<file path="config.mk">
export PLATFORM = sky130hd
export DESIGN_NAME = piso_scan_ctrl
export DESIGN_NICKNAME = d
export VERILOG_FILES = /design/src/rtl/piso_scan_ctrl_pkg.sv /design/src/rtl/piso_tick_div.sv /design/src/rtl/piso_scan_ctrl.sv
export SDC_FILE = /design/constraint.sdc
export NUM_CORES = 1
export LEC_CHECK = 0
export ABC_CLOCK_PERIOD_IN_PS = 2900
export CORE_MARGIN = 1
export CORE_UTILIZATION = 52
export DETAILED_ROUTE_END_ITERATION = 12
export PLACE_DENSITY_LB_ADDON = 0.1
export SLEW_MARGIN = 20
export SYNTH_ARGS = -nofsm -noshare
export SYNTH_HDL_FRONTEND = slang
export SYNTH_HIERARCHICAL = 1
export SYNTH_SLANG_ARGS = --single-unit
</file>
<file path="constraint.sdc">
create_clock -name cp -period 2.9 [get_ports cp]
set_clock_uncertainty 0.15 [all_clocks]
set_input_delay 0.29 -clock cp [delete_from_list [all_inputs] [get_ports cp]]
set_output_delay 0.29 -clock cp [all_outputs]
set_load 0.02 [all_outputs]
</file>
<file path="src/rtl/piso_scan_ctrl_pkg.sv">
// Shared definitions for the PISO scan-chain controller.
//
// Contents:
//   state_t        FSM state encoding used by piso_scan_ctrl
//   WIDTH_MIN/MAX  legal frame widths (8 per cascaded '165 stage, up to 64)
//   DIV_MIN        smallest legal shift-clock half-period in cp cycles
//   cnt_width()    counter width for a modulus, never narrower than 1 bit
package piso_scan_ctrl_pkg;

    typedef enum logic [2:0] {
        ST_IDLE     = 3'd0,
        ST_LOAD     = 3'd1,
        ST_SHIFT_LO = 3'd2,
        ST_SHIFT_HI = 3'd3,
        ST_DONE     = 3'd4
    } state_t;

    localparam int WIDTH_MIN = 1;
    localparam int WIDTH_MAX = 64;
    localparam int DIV_MIN   = 1;

    // A modulus of 1 still needs a 1-bit register so that port and
    // signal ranges never collapse to [-1:0].
    function automatic int cnt_width(input int n);
        return (n > 1) ? $clog2(n) : 1;
    endfunction

endpackage

</file>
<file path="src/rtl/piso_tick_div.sv">
// Phase timer for the shift-clock generator.
//
// Counts cp cycles inside one FSM phase and raises tick on the last cycle
// of every DIV-cycle phase. clear restarts the count so the cycle after a
// state change is always cycle 0 of the new phase.
//
// Ports:
//   cp     in   system clock, rising edge
//   mr_    in   asynchronous active-low reset
//   clear  in   next cycle starts a new phase
//   tick   out  current cycle is the last of the phase
module piso_tick_div
    import piso_scan_ctrl_pkg::*;
#(
    parameter int DIV = 1
) (
    input  logic cp,
    input  logic mr_,
    input  logic clear,
    output logic tick
);

    localparam int            CW   = cnt_width(DIV);
    localparam logic [CW-1:0] LAST = CW'(DIV - 1);

    logic [CW-1:0] phase;

    // With DIV=1 the counter is pinned at 0 and every cycle is a tick.
    assign tick = (phase == LAST);

    always_ff @(posedge cp or negedge mr_) begin
        if (!mr_) begin
            phase <= '0;
        end else if (clear || tick) begin
            phase <= '0;
        end else begin
            phase <= phase + 1'b1;
        end
    end

endmodule

</file>
<file path="src/rtl/piso_scan_ctrl.sv">
// Sequencer for a '165-style parallel-in/serial-out register chain.
//
// A start request pulses the parallel-load line, then clocks the chain with
// a divided shift clock, sampling the serial output at the end of each
// low phase. The assembled frame (first-sampled bit in the MSB) is offered
// on a valid/ack handshake.
//
// Parameters:
//   WIDTH  bits per frame, 1..64 (8 per cascaded stage)
//   DIV    cp cycles per shift-clock half period, >=1
//
// Ports:
//   cp     in   system clock, rising edge
//   mr_    in   asynchronous active-low reset
//   start  in   frame request, honoured only in IDLE
//   abort  in   synchronous return to IDLE from any state
//   sin    in   serial data from the chain's last stage
//   pl_    out  parallel load to chain, active-low
//   sclk   out  shift clock to chain cp1
//   inh    out  clock inhibit to chain cp2, high = inhibit
//   busy   out  frame in progress (LOAD / SHIFT_LO / SHIFT_HI)
//   data   out  captured frame
//   valid  out  data holds a complete frame
//   ack    in   consumer takes data
//
// State table:
//   state    | meaning
//   IDLE     | chain quiet, waiting for start
//   LOAD     | pl_ low for DIV cycles, chain captures its parallel inputs
//   SHIFT_LO | sclk low for DIV cycles, sin sampled on the last cycle
//   SHIFT_HI | sclk high for DIV cycles, chain advances one bit
//   DONE     | frame presented with valid, waiting for ack
module piso_scan_ctrl
    import piso_scan_ctrl_pkg::*;
#(
    parameter int WIDTH = 8,
    parameter int DIV   = 1
) (
    input  logic             cp,
    input  logic             mr_,
    input  logic             start,
    input  logic             abort,
    input  logic             sin,
    output logic             pl_,
    output logic             sclk,
    output logic             inh,
    output logic             busy,
    output logic [WIDTH-1:0] data,
    output logic             valid,
    input  logic             ack
);

    localparam int            KW       = cnt_width(WIDTH);
    localparam logic [KW-1:0] LAST_BIT = KW'(WIDTH - 1);

    state_t        state;
    state_t        state_next;
    logic [KW-1:0] bit_cnt;
    logic          tick;
    logic          phase_clear;
    logic          last_bit;

    logic          pl_next;
    logic          sclk_next;
    logic          inh_next;
    logic          busy_next;
    logic          valid_next;

    assign last_bit    = (bit_cnt == LAST_BIT);
    assign phase_clear = (state_next != state);

    piso_tick_div #(
        .DIV (DIV)
    ) u_tick_div (
        .cp    (cp),
        .mr_   (mr_),
        .clear (phase_clear),
        .tick  (tick)
    );

    always_ff @(posedge cp or negedge mr_) begin
        if (!mr_) begin
            state <= ST_IDLE;
        end else begin
            state <= state_next;
        end
    end

    // Outputs are decoded from the next state and then registered, so the
    // chain pins change on the same edge as the state and never glitch.
    always_comb begin
        state_next = state;
        if (abort) begin
            state_next = ST_IDLE;
        end else begin
            case (state)
                ST_IDLE: begin
                    if (start) begin
                        state_next = ST_LOAD;
                    end
                end
                ST_LOAD: begin
                    if (tick) begin
                        state_next = ST_SHIFT_LO;
                    end
                end
                ST_SHIFT_LO: begin
                    if (tick) begin
                        // No shift clock after the final sample.
                        state_next = last_bit ? ST_DONE : ST_SHIFT_HI;
                    end
                end
                ST_SHIFT_HI: begin
                    if (tick) begin
                        state_next = ST_SHIFT_LO;
                    end
                end
                ST_DONE: begin
                    if (ack) begin
                        state_next = ST_IDLE;
                    end
                end
                default: begin
                    state_next = ST_IDLE;
                end
            endcase
        end

        pl_next    = (state_next != ST_LOAD);
        sclk_next  = (state_next == ST_SHIFT_HI);
        inh_next   = !((state_next == ST_SHIFT_LO) || (state_next == ST_SHIFT_HI));
        busy_next  = (state_next == ST_LOAD) || (state_next == ST_SHIFT_LO) ||
                     (state_next == ST_SHIFT_HI);
        valid_next = (state_next == ST_DONE);
    end

    always_ff @(posedge cp or negedge mr_) begin
        if (!mr_) begin
            pl_   <= 1'b1;
            sclk  <= 1'b0;
            inh   <= 1'b1;
            busy  <= 1'b0;
            valid <= 1'b0;
        end else begin
            pl_   <= pl_next;
            sclk  <= sclk_next;
            inh   <= inh_next;
            busy  <= busy_next;
            valid <= valid_next;
        end
    end

    // Bit counter and shift register. data is not cleared at LOAD: a full
    // frame overwrites every bit, and an aborted frame leaves the partial
    // contents in place.
    always_ff @(posedge cp or negedge mr_) begin
        if (!mr_) begin
            bit_cnt <= '0;
            data    <= '0;
        end else begin
            if (abort || (state == ST_LOAD)) begin
                bit_cnt <= '0;
            end else if ((state == ST_SHIFT_HI) && tick) begin
                bit_cnt <= bit_cnt + 1'b1;
            end

            if (!abort && (state == ST_SHIFT_LO) && tick) begin
                // Truncating cast drops the old MSB; also covers WIDTH=1.
                data <= WIDTH'({data, sin});
            end
        end
    end

endmodule

</file>
# Word-level counts from Yosys, hierarchy flattened
# Cells that the tools add are included.
# op_classes
add_sub_neg,2
n_eq_ne,11
mux,10
n_bitwise,1
reduce_logical,13
# ops
operator,count
$mux 3,8
$eq 3x2->1 const B,4
$pmux 3 s4,1
$eq 3x3->1 const B,3
$eq 3x1->1 const B,2
$logic_or 1x1->1,5
$add 3x1->3 const B,1
$logic_and 1x1->1,3
$logic_not 3->1,1
$ne 3x1->1 const B,1
$ne 3x3->1,1
$logic_not 1->1,2
$reduce_bool 2->1,1
$reduce_or 2->1,1
$add 1x1->1 const B,1
$mux 1,1
$not 1->1,1
# totals
register_bits,20
inputBits,6
output_inout_bits,13

# Longest topological paths before layout
# logic_depth
depth_word,8
ltp_mapped,5
mapped_depth_nobuf,5

# Cells and area by module
# The synthesis kept the hierarchy.
# by_module_without_submodules
mod,instances,cells_per_inst,area_per_inst_um2
piso_scan_ctrl,1,77,870.8
piso_tick_div,1,3,32.5

# Least setup slack after synthesis
# Ideal clock, no wire load.
# synth_timing
path_kind,flip-flop to flip-flop
from,register state[2]
to,register data[0]
setup_ps,125
arrival_time_ps,1439
required_ps,2625
setup_slack_ps,1187
path_stages_with_launch,5
synth_period_minus_slack_ps,1713
path_cell_list,dfrtp_1 > or2_0 > buf_2 > nor3_4 > mux2_2
# synth_via
elab_chain_cells,3
# synth_rtl
item,line_no,rtl
from (decl),piso_scan_ctrl.sv:56,state_t state;
from (signal assigned),piso_scan_ctrl.sv:85,state <= state_next;
$eq 3x2->1,piso_scan_ctrl.sv:167,if (!abort && (state == ST_SHIFT_LO) && tick) begin
$logic_and 1x1->1 (2 in series),piso_scan_ctrl.sv:167,
to (signal assigned),piso_scan_ctrl.sv:169,"data <= WIDTH'({data, sin});"
to (decl),piso_scan_ctrl.sv:48,"output logic [WIDTH-1:0] data,"
# No other way between the ends.
# A chain may end at the register's enable or synchronous reset.

# Worst setup path after layout
# layout_timing
from,input port abort
to,register data[2]
# layout_via
elab_chain_cells,3
# layout_rtl
item,line_no,rtl
from (decl),piso_scan_ctrl.sv:42,"input logic abort,"
$logic_not 1->1,piso_scan_ctrl.sv:167,
$logic_and 1x1->1 (2 in series),piso_scan_ctrl.sv:167,
# No other way between the ends.

==> run summary <==
Of all nets on the critical path, the largest fanout is 8. The end-of-flow core utilization is 0.707, and the final period utilization is 0.659. The launching element type of the critical path was an input port. Entering global routing, the biggest net connects 21 pins. A synthesized cell averages 11.6 um^2. The max-capacitance violation count was 0; the total leakage power was 0.483 nW. The core region is 1540 um^2. For the final total negative setup slack, the log shows 0 ps. After detailed routing, the number of remaining DRC violations is 0. The tools report the number of ports placed on the die boundary as 19.

The logs give 10 for the number of DRC markers after the initial detailed-route iteration and 0.718 for the last weighted congestion value of the routability-driven placer. The total number of yosys warnings was 6. For the first-pass iteration count of the detailed router, the log shows 4. Static timing analysis puts the maximum clock frequency at 0.524 GHz. STA puts the critical path data required time at 2950 ps. The power density relative to cell area is 537 nW/um^2.

The via density per instance was 5.49. The height of the die was 42.9 um. The logs give 0.273 for the clock share of power and 0.154 mW for the net switching power. The repair_antennas step left the layout with diodes totalling 0. Synthesis produced a netlist whose cell count is 75.

The floorplan step defined a die boundary enclosing 1840 um^2. The cell-internal power was 0.432 mW. The register share of total power is 0.545. The cell sitting at the root of the clock tree is a sky130_fd_sc_hd__clkbuf_4.

After floorplanning, the core was divided into 14 placement rows. Counting every net in the synthesized netlist gives 83. The run finished with clean final reports. TritonCTS created 3 clock buffers. The maximum buffer depth of the clock tree is 2. The worst-case register-to-register setup slack is 1090 ps, and the remaining antenna violation count is 0. The hold buffer count at cts was 0.

The peak ir drop on the vdd network came out at 0.369 mV. The tools report the worst slack at placement as 675 ps. For the via count of the first global-routing pass, the log shows 549. The initial antenna violation count is 0, and the data arrival time at the worst-slack endpoint is 1960 ps.

The routed layout has 598 vias. Setup violations remaining at the end of the flow were counted as 0. The tree built by TritonCTS fans out to 20 sinks. In the final design database the tool counted 102 nets.

The first global-routing pass estimated 2.46 mm of wire. The run gives 0.586 mW as the power after layout. Measured along the x axis, the die boundary spans 42.9 um. The run gives 0 as the count of final max-slew check failures.

The logs give 0.564 for the effective utilization at floorplan and 0.443 for the headroom to the max-slew limit. The area added between synthesis and finish came out at 25.3%. The switching fraction of total power came out at 0.263. The global-route usage over all layers is 0.194. For the remaining global-route overflow, the log shows 0. TritonCTS built the clock tree. Counting I/O delays and the setup requirement, the final critical path takes 1910 ps.

The routed length per placed instance is 13.0 um, and the worst-skew pair later-pin latency is 300 ps. The clock transition at the registers of the reported paths was 110 ps; the fraction of final layout cells sized beyond drive strength 1 was 0.172. The worst hold path belongs to the class input port to asynchronous set/reset pin. Once the clock tree was built, the resizer swapped 0 gates to a different size. The combinational group share of total power was 0.182; the final number of hold-violating endpoints was 0.

Detailed placement finished with a half-perimeter wire length of 975 um. The number of input and output port buffers inserted was 18. The critical path in this run is classified as input port to flop. The post-synthesis instance area was 870 um^2.

Setup repair after global routing left no endpoint under its margin. STA classifies the critical path endpoint as a flop. At the pin with the least slew margin, the transition time is 832 ps. Once the clock tree was built, the setup fixing pass inserted 0 buffers. The number of H-tree levels is 1. After detailed routing, the total wire length is 1.42 mm. The worst path meets setup with 990 ps of slack.
## worst max-delay path, cell delays in order
cell,delay [ps]
sky130_fd_sc_hd__clkdlybuf4s50_1,530
sky130_fd_sc_hd__or2_0,360
sky130_fd_sc_hd__nor3_4,390
sky130_fd_sc_hd__mux2_2,390
## routing by layer
metal,wire length [um],global-route usage,up-vias,share of wire
li1,-,-,296,-
met1,676,0.247,281,0.48
met2,627,0.267,16,0.44
met3,62,0.0681,5,0.044
met4,50,0.150,0,0.035
met5,0,0,-,0
## final cells by class
class                   instances  area [um^2]
inverters                       2         7.51
repair buffers                 18          180
multi-input cells              49          343
fillers                       124          452
flip-flops and latches         20          503
clock buffers                   4         36.3
well taps                      16         20.0
## layout by cell type (no fill, tap or decap), types with 2 or more instances in the layout
cell type and n:
sky130_fd_sc_hd__a21oi_1 6, sky130_fd_sc_hd__clkbuf_4 3, sky130_fd_sc_hd__clkdlybuf4s50_1 18, sky130_fd_sc_hd__dfrtp_1 18, sky130_fd_sc_hd__dfstp_2 2, sky130_fd_sc_hd__ha_1 2, sky130_fd_sc_hd__inv_1 2, sky130_fd_sc_hd__mux2_2 8
sky130_fd_sc_hd__nand2_1 4, sky130_fd_sc_hd__nand2b_1 2, sky130_fd_sc_hd__nand4_1 2, sky130_fd_sc_hd__nor2_1 5, sky130_fd_sc_hd__nor2b_1 2, sky130_fd_sc_hd__nor3_1 2, sky130_fd_sc_hd__o21ai_0 4
## flip-flops by register name, indices dropped and copies added (netlist names)
register	flops
state	3
bit_cnt	3
pl_	1
valid	1
sclk	1
busy	1
inh	1
data	8
u_tick_div/phase	1
## worst paths after layout
kind | start | endpoint | cells past startpoint
max | abort | data[2]$_DFFE_PN0P_ | 4
min | mr_ | busy$_DFF_PN0_ | 1
max reg2reg | state[2]$_DFF_PN0_ | data[2]$_DFFE_PN0P_ | 3
min reg2reg | data[7]$_DFFE_PN0P_ | data[7]$_DFFE_PN0P_ | 1
max in group asynchronous | mr_ | bit_cnt[0]$_DFFE_PN0P_ | 1
min in group cp | data[7]$_DFFE_PN0P_ | data[7]$_DFFE_PN0P_ | 1
## per-stage QoR
| step | hold slack [ps] | std cells | area (um^2) |
|---|---|---|---|
| global placement | 344 | 105 | 1050 |
| detailed placement | 350 | 105 | 1050 |
| finish | 303 | 109 | 1090 |
| floorplan | -156 | 75 | 870 |
| CTS | 329 | 109 | 1090 |
| global route | 378 | 109 | 1090 |
## power by group through the flow
| stage | registers [mW] | logic (mW) | clock network, mW |
|---|---|---|---|
| floorplan | 0.339 | 0.0378 | 0 |
| global placement | 0.323 | 0.106 | 0 |
| detailed placement | 0.324 | 0.107 | 0 |
| CTS | 0.319 | 0.108 | 0.168 |
| global route | 0.322 | 0.115 | 0.180 |
| finish | 0.319 | 0.107 | 0.160 |
(Power assumes the default switching activity.)
